### src/rtl/mem_access_unit_pkg.sv
// +--------------------------------------------------------------------------+
// | mem_access_unit_pkg : opcodes and access-size codes for the MEM stage    |
// | Revision 1.0                                                             |
// +--------------------------------------------------------------------------+
`default_nettype none

package mem_access_unit_pkg;

  typedef logic [5:0] opcode_t;
  typedef logic [1:0] size_t;

  localparam opcode_t EXE_LB  = 6'b100000;
  localparam opcode_t EXE_LH  = 6'b100001;
  localparam opcode_t EXE_LW  = 6'b100011;
  localparam opcode_t EXE_LBU = 6'b100100;
  localparam opcode_t EXE_LHU = 6'b100101;
  localparam opcode_t EXE_SB  = 6'b101000;
  localparam opcode_t EXE_SH  = 6'b101001;
  localparam opcode_t EXE_SW  = 6'b101011;

  localparam size_t SIZE_B = 2'd0;
  localparam size_t SIZE_H = 2'd1;
  localparam size_t SIZE_W = 2'd2;

endpackage

`default_nettype wire

### src/rtl/mem_access_unit_if.sv
// +--------------------------------------------------------------------------+
// | mem_access_unit_if : sram-like data bus with addr_ok/data_ok handshake   |
// | Revision 1.0                                                             |
// +--------------------------------------------------------------------------+
`default_nettype none

interface mem_access_unit_if #(
  parameter int DATA_W = 32,
  parameter int ADDR_W = 32
);
  logic                  data_req;
  logic                  data_wr;
  logic [1:0]            data_size;
  logic [ADDR_W-1:0]     data_addr;
  logic [DATA_W/8-1:0]   data_wstrb;
  logic [DATA_W-1:0]     data_wdata;
  logic                  data_addr_ok;
  logic                  data_data_ok;
  logic [DATA_W-1:0]     data_rdata;

  modport master (
    output data_req, data_wr, data_size, data_addr, data_wstrb, data_wdata,
    input  data_addr_ok, data_data_ok, data_rdata
  );

  modport slave (
    input  data_req, data_wr, data_size, data_addr, data_wstrb, data_wdata,
    output data_addr_ok, data_data_ok, data_rdata
  );
endinterface

`default_nettype wire

### src/rtl/mem_lane_sel.sv
// +--------------------------------------------------------------------------+
// | mem_lane_sel : op decode, alignment check, byte-lane steering, extension |
// | Revision 1.0                                                             |
// +--------------------------------------------------------------------------+
`default_nettype none

module mem_lane_sel
  import mem_access_unit_pkg::*;
#(
  parameter  int DATA_W = 32,
  localparam int LANES  = DATA_W / 8,
  localparam int LB     = $clog2(LANES)
) (
  input  logic [5:0]        op,
  input  logic [LB-1:0]     off,
  input  logic [31:0]       wdata,
  input  logic [DATA_W-1:0] rdata,
  output logic              is_load,
  output logic              is_store,
  output logic              misaligned,
  output logic [1:0]        size,
  output logic [LANES-1:0]  wstrb,
  output logic [DATA_W-1:0] wdata_rep,
  output logic [31:0]       rdata_ext
);

  logic        sign_ext;
  logic [31:0] word;

  always_comb begin
    is_load  = 1'b0;
    is_store = 1'b0;
    sign_ext = 1'b0;
    size     = SIZE_B;
    case (op)
      EXE_LB:  begin is_load  = 1'b1; sign_ext = 1'b1; end
      EXE_LBU: begin is_load  = 1'b1; end
      EXE_LH:  begin is_load  = 1'b1; sign_ext = 1'b1; size = SIZE_H; end
      EXE_LHU: begin is_load  = 1'b1; size = SIZE_H; end
      EXE_LW:  begin is_load  = 1'b1; size = SIZE_W; end
      EXE_SB:  begin is_store = 1'b1; end
      EXE_SH:  begin is_store = 1'b1; size = SIZE_H; end
      EXE_SW:  begin is_store = 1'b1; size = SIZE_W; end
      default: ;
    endcase
  end

  always_comb begin
    misaligned = 1'b0;
    if (is_load || is_store) begin
      case (size)
        SIZE_W:  misaligned = (off[1:0] != 2'b00);
        SIZE_H:  misaligned = off[0];
        default: misaligned = 1'b0;
      endcase
    end
  end

  // Shift the addressed byte down to bit 0, then keep only the low word.
  assign word = 32'(rdata >> {off, 3'b000});

  always_comb begin
    case (size)
      SIZE_B:  rdata_ext = sign_ext ? {{24{word[7]}}, word[7:0]}
                                    : {24'b0, word[7:0]};
      SIZE_H:  rdata_ext = sign_ext ? {{16{word[15]}}, word[15:0]}
                                    : {16'b0, word[15:0]};
      default: rdata_ext = word;
    endcase
  end

  always_comb begin
    wstrb = '0;
    if (is_store) begin
      case (size)
        SIZE_B:  wstrb = LANES'(1)     << off;
        SIZE_H:  wstrb = LANES'(2'b11) << off;
        default: wstrb = LANES'(4'hF)  << off;
      endcase
    end
  end

  always_comb begin
    case (size)
      SIZE_B:  wdata_rep = {(DATA_W/8){wdata[7:0]}};
      SIZE_H:  wdata_rep = {(DATA_W/16){wdata[15:0]}};
      default: wdata_rep = {(DATA_W/32){wdata}};
    endcase
  end

endmodule

`default_nettype wire

### src/rtl/mem_access_unit.sv
// +--------------------------------------------------------------------------+
// | mem_access_unit : MEM-stage load/store engine with flush-safe bus FSM    |
// | Revision 1.0                                                             |
// +--------------------------------------------------------------------------+
`default_nettype none

module mem_access_unit
  import mem_access_unit_pkg::*;
#(
  parameter int DATA_W = 32,
  parameter int ADDR_W = 32
) (
  input  logic              clk,
  input  logic              rst,
  input  logic              mem_en,
  input  logic [5:0]        op,
  input  logic [ADDR_W-1:0] pc,
  input  logic [ADDR_W-1:0] addr,
  input  logic [31:0]       wdata,
  input  logic              flush,
  output logic              stall,
  output logic [31:0]       rdata_final,
  output logic              done,
  output logic              adel,
  output logic              ades,
  output logic [ADDR_W-1:0] bad_addr,
  mem_access_unit_if.master bus
);

  localparam int LANES = DATA_W / 8;
  localparam int LB    = $clog2(LANES);

  localparam logic [2:0] ST_IDLE      = 3'd0;
  localparam logic [2:0] ST_REQ       = 3'd1;
  localparam logic [2:0] ST_WAIT_DATA = 3'd2;
  localparam logic [2:0] ST_DONE      = 3'd3;
  localparam logic [2:0] ST_DRAIN     = 3'd4;

  logic [2:0]  state, state_nxt;
  logic [31:0] rdata_q;
  logic        is_load, is_store, misaligned, issue, capture;
  logic [1:0]  size;
  logic [LANES-1:0]  wstrb;
  logic [DATA_W-1:0] wdata_rep;
  logic [31:0] rdata_ext;

  mem_lane_sel #(.DATA_W(DATA_W)) u_lane_sel (
    .op        (op),
    .off       (addr[LB-1:0]),
    .wdata     (wdata),
    .rdata     (bus.data_rdata),
    .is_load   (is_load),
    .is_store  (is_store),
    .misaligned(misaligned),
    .size      (size),
    .wstrb     (wstrb),
    .wdata_rep (wdata_rep),
    .rdata_ext (rdata_ext)
  );

  assign issue   = mem_en && (is_load || is_store) && !misaligned && !flush;
  assign capture = (state == ST_WAIT_DATA) && bus.data_data_ok && !flush;

  always_ff @(posedge clk) begin
    if (rst) begin
      state   <= ST_IDLE;
      rdata_q <= '0;
    end else begin
      state <= state_nxt;
      if (capture) rdata_q <= rdata_ext;
    end
  end

  always_comb begin
    state_nxt = state;
    case (state)
      ST_IDLE:
        if (issue) state_nxt = bus.data_addr_ok ? ST_WAIT_DATA : ST_REQ;
      ST_REQ:
        if (flush)                  state_nxt = ST_IDLE;
        else if (bus.data_addr_ok)  state_nxt = ST_WAIT_DATA;
      // A flushed transaction already on the bus must still be drained.
      ST_WAIT_DATA:
        if (bus.data_data_ok) state_nxt = flush ? ST_IDLE : ST_DONE;
        else if (flush)       state_nxt = ST_DRAIN;
      ST_DONE:
        state_nxt = ST_IDLE;
      ST_DRAIN:
        if (bus.data_data_ok) state_nxt = ST_IDLE;
      default:
        state_nxt = ST_IDLE;
    endcase
  end

  always_comb begin
    bus.data_req = 1'b0;
    stall        = 1'b0;
    done         = 1'b0;
    case (state)
      ST_IDLE:      begin bus.data_req = issue;  stall = issue;  end
      ST_REQ:       begin bus.data_req = !flush; stall = !flush; end
      ST_WAIT_DATA: stall = 1'b1;
      ST_DONE:      done  = !flush;
      ST_DRAIN:     stall = 1'b1;
      default:      ;
    endcase
  end

  assign adel     = mem_en && is_load  && misaligned;
  assign ades     = mem_en && is_store && misaligned;
  assign bad_addr = misaligned ? addr : pc;

  assign rdata_final    = rdata_q;
  assign bus.data_wr    = is_store;
  assign bus.data_size  = size;
  assign bus.data_addr  = {addr[ADDR_W-1:LB], {LB{1'b0}}};
  assign bus.data_wstrb = wstrb;
  assign bus.data_wdata = wdata_rep;

endmodule

`default_nettype wire

### src/flat_wrapper.sv
// flat-port wrapper written by rule: the top's interface ports become plain ports
module mem_access_unit_flat import mem_access_unit_pkg::*;
#(
  parameter int DATA_W = 32,
  parameter int ADDR_W = 32
)
  (clk, rst, mem_en, op, pc, addr, wdata, flush, stall, rdata_final, done, adel, ades, bad_addr, bus_data_req, bus_data_wr, bus_data_size, bus_data_addr, bus_data_wstrb, bus_data_wdata, bus_data_addr_ok, bus_data_data_ok, bus_data_rdata);
  mem_access_unit_if #(.DATA_W(DATA_W), .ADDR_W(ADDR_W)) bus_i ();
  input  logic clk;
  input  logic rst;
  input  logic mem_en;
  input  logic [5:0] op;
  input  logic [ADDR_W-1:0] pc;
  input  logic [ADDR_W-1:0] addr;
  input  logic [31:0] wdata;
  input  logic flush;
  output logic stall;
  output logic [31:0] rdata_final;
  output logic done;
  output logic adel;
  output logic ades;
  output logic [ADDR_W-1:0] bad_addr;
  output wire logic [$bits(bus_i.data_req)-1:0] bus_data_req;
  output wire logic [$bits(bus_i.data_wr)-1:0] bus_data_wr;
  output wire logic [$bits(bus_i.data_size)-1:0] bus_data_size;
  output wire logic [$bits(bus_i.data_addr)-1:0] bus_data_addr;
  output wire logic [$bits(bus_i.data_wstrb)-1:0] bus_data_wstrb;
  output wire logic [$bits(bus_i.data_wdata)-1:0] bus_data_wdata;
  input wire logic [$bits(bus_i.data_addr_ok)-1:0] bus_data_addr_ok;
  input wire logic [$bits(bus_i.data_data_ok)-1:0] bus_data_data_ok;
  input wire logic [$bits(bus_i.data_rdata)-1:0] bus_data_rdata;
  assign bus_data_req = bus_i.data_req;
  assign bus_data_wr = bus_i.data_wr;
  assign bus_data_size = bus_i.data_size;
  assign bus_data_addr = bus_i.data_addr;
  assign bus_data_wstrb = bus_i.data_wstrb;
  assign bus_data_wdata = bus_i.data_wdata;
  assign bus_i.data_addr_ok = bus_data_addr_ok;
  assign bus_i.data_data_ok = bus_data_data_ok;
  assign bus_i.data_rdata = bus_data_rdata;
  mem_access_unit #(.DATA_W(DATA_W), .ADDR_W(ADDR_W)) u_core (.clk(clk), .rst(rst), .mem_en(mem_en), .op(op), .pc(pc), .addr(addr), .wdata(wdata), .flush(flush), .stall(stall), .rdata_final(rdata_final), .done(done), .adel(adel), .ades(ades), .bad_addr(bad_addr), .bus(bus_i));
endmodule
### config.mk
export PLATFORM = sky130hd
export DESIGN_NAME = mem_access_unit_flat
export DESIGN_NICKNAME = d
export VERILOG_FILES = /design/src/rtl/mem_access_unit_pkg.sv /design/src/rtl/mem_access_unit_if.sv /design/src/rtl/mem_lane_sel.sv /design/src/rtl/mem_access_unit.sv /design/src/flat_wrapper.sv
export SDC_FILE = /design/constraint.sdc
export NUM_CORES = 1
export LEC_CHECK = 0
export ABC_AREA = 1
export CORE_AREA = 2 2 110 112
export DETAILED_ROUTE_END_ITERATION = 16
export DIE_AREA = 0 0 112 114
export GPL_TIMING_DRIVEN = 0
export PLACE_DENSITY = 0.75
export SYNTH_ARGS = -nofsm -noshare
export SYNTH_HDL_FRONTEND = slang
export SYNTH_SLANG_ARGS = --single-unit
### constraint.sdc
create_clock -name clk -period 5.72 [get_ports clk]
set_input_delay 0.572 -clock clk [delete_from_list [all_inputs] [get_ports clk]]
set_output_delay 0.572 -clock clk [all_outputs]
set_load 0.01 [all_outputs]
==> flow_metrics.env <==
export IMPL_core_area_um2=11700
export IMPL_synth_top_cell_by_area="dfxtp_1"
export IMPL_cts_sinks=35
export IMPL_r2r_start="u_core.state[0]"
export IMPL_ys_top_cells_by_count="150 x nand2_1, 83 x inv_1, 54 x nor2_1, 52 x o21ai_0, 42 x buf_4"
export IMPL_worstPathRequired_ns=5.15
export IMPL_grt_pass1_wl_um=23500
export IMPL_fin_crit_ns=4.13
export IMPL_wirelength_um=15300
export IMPL_dieArea_um2=12800
export IMPL_async_reset_ff_frac=0
export IMPL_yosysUniqueCellTypes=34
export IMPL_clock_fmax_ghz=0.242
export IMPL_fin_util=0.566
export IMPL_finalNonFillerCells=1023
export IMPL_syn_instance_count=589
export IMPL_finalSetupViolCount=0
export IMPL_ctsHoldBuffers=0
export IMPL_hold_viol=0
export IMPL_fin_crit_sh=0.722
export IMPL_cts_buffers=5
export IMPL_clk_pin_slew_ns=0.05
export IMPL_insertion_delay_ns=0.28
export IMPL_pre_cts_ws_ns=1.54
export IMPL_rows=40
export IMPL_grt_max_degree=12
export IMPL_netlist_area_leader_share=0.199
export IMPL_fp_dieH_um=114
export IMPL_avgSynthCellArea_um2=5.98
export IMPL_maxSlewViolCount=0
export IMPL_placed_cells=1014
export IMPL_crit_path_max_fanout=11
export IMPL_skew_ns=0.00333
export IMPL_cts_buffer_depth=2
export IMPL_peakVddDrop_v=0.000166
export IMPL_grt_overflow_total=0
export IMPL_synth_seq_cells=35
export IMPL_drt_pass1_iterations=5
export IMPL_p_total_mw=0.852
export IMPL_cp_arrival_ns=3.56
export IMPL_maxCapViolations=0
export IMPL_gp_congestion=0.915
export IMPL_ant_nets=0
export IMPL_start_kind="primary input"
export IMPL_total_leakage_power_nw=3.09
export IMPL_hold_ws_ns=0.508
export IMPL_vias=4732
export IMPL_critPathKind="in2out"
export IMPL_dpl_hpwl_um=12800
export IMPL_power_density_nw_per_um2=129
export IMPL_worstRegToRegCells=7
export IMPL_post_cts_buffers=0
export IMPL_nets=1017
export IMPL_syn_area_um2=3520
export IMPL_rsz0062_at_grt="false"
export IMPL_post_dp_cell_area_um2=6480
export IMPL_ys_seq_area_frac=0.199
export IMPL_ios=280
export IMPL_relSlewSlack=0.552
export IMPL_avgViaCountPerCell=4.63
export IMPL_fin_ws_ns=1.59
export IMPL_design_area_um2=6620
export IMPL_status="finished clean"
export IMPL_drt_iter0_markers=290
export IMPL_tightest_slew_ns=0.672
export IMPL_start_util=0.301
export IMPL_hold_class="reg2reg"
export IMPL_io_buffers=277
export IMPL_grt_antenna_before_repair=2
export IMPL_route_detailed_drc=0
export IMPL_syn2layout_area_growth_pct=88.2
export IMPL_drt_wirelength_per_cell_um=14.9
export IMPL_drive_gt1_frac=0.133
export IMPL_clock_root_buffer="clkbuf_16"
export IMPL_ys_warn_count=0
export IMPL_setup_tns_ns=0
export IMPL_ctsResizeCount=0
export IMPL_cts_tree="built"
export IMPL_synthTopCellsByArea="dfxtp_1 20%, nand2_1 16%, buf_4 9.0%"
export IMPL_cp_startpoint="op[0]"
export IMPL_grt_usage=0.229
export IMPL_synth_edf_count=0
export IMPL_h_tree_depth=2
export IMPL_hp_start="u_core.rdata_final[14]"
export IMPL_synth_flop_cell="dfxtp_1"
export IMPL_holdPathStages=2
export IMPL_die_w_um=112
export IMPL_cp_end_kind="output pin"
export IMPL_grt_pass1_vias=4428
export IMPL_yosysMostFrequentCell="nand2_1"
## metal layers
| metal | vias up | routed length [µm] | track usage |
|---|---|---|---|
| met2 | 233 | 7740 | 0.424 |
| met5 | - | 13 | 0 |
| met1 | 2080 | 6100 | 0.276 |
| met3 | 14 | 1310 | 0.0510 |
| li1 | 2403 | - | - |
| met4 | 2 | 108 | 0.0382 |
## critical path, cell delays in order
cell and delay (ns):
clkdlybuf4s50_1 0.51, nand2_1 0.06, inv_1 0.06, nand3_2 0.15, clkinv_1 0.20, clkbuf_1 0.48
ha_1 0.24, inv_1 0.04, nand2_1 0.12, nand4_4 0.22, buf_6 0.23, o21ai_2 0.11
clkdlybuf4s50_1 0.58
## power by group
group	internal [mW]	switching (mW)	total [mW]
combinational	0.204	0.138	0.342
sequential	0.246	0.00136	0.247
clock	0.161	0.102	0.263
## state kept, by name, summed over array words and instances (netlist names)
name,count
u_core.state,3
u_core.rdata_final,32
## layout by cell type (no fill, tap or decap), types with 2 or more instances in the layout
cell type          n
a211oi_1           3
a21oi_1           25
buf_2             11
buf_4             42
buf_6              7
clkbuf_1          11
clkbuf_16          5
clkdlybuf4s50_1  277
clkinv_1           2
conb_1             2
dfxtp_1           35
ha_1               3
inv_1             83
inv_2              7
nand2_1          150
nand3_1           33
nand3_2            2
nand4_1            4
nor2_1            54
nor3_1             3
nor3_4             2
o211ai_1          13
o21a_1             2
o21ai_0           52
o21ai_2           33
o31ai_1            2
## final timing paths
| path | end | slack, ns |
|---|---|---|
| worst max-delay path | bad_addr[18] | 1.59 |
| worst min-delay path | u_core.rdata_final[14] | 0.51 |
| worst max register to register | u_core.rdata_final[3] | 4.06 |
| worst min register to register | u_core.rdata_final[14] | 0.51 |
## cells by family (layout without fill, tap and decap cells)
| logic type | after synthesis | after routing | synth area share |
|---|---|---|---|
| fa+ha+maj | 3 | 3 | 0.0107 |
| other cells | 1 | 3 | 0.00107 |
| flops | 35 | 35 | 0.199 |
| compound gates | 134 | 134 | 0.246 |
| simple gates | 253 | 253 | 0.305 |
| buf+inv | 163 | 448 | 0.238 |
## area by class of cell
cell class | count | area, µm²
tap | 147 | 184
timing repair buffer | 277 | 2770
antenna | 1 | 2.50
inverter | 93 | 352
buffer | 70 | 487
multi-input combinational | 392 | 1980
sequential | 35 | 701
fill | 1114 | 5090
clock inverter | 2 | 12.5
clock buffer | 6 | 129
(Power assumes the default switching activity.)
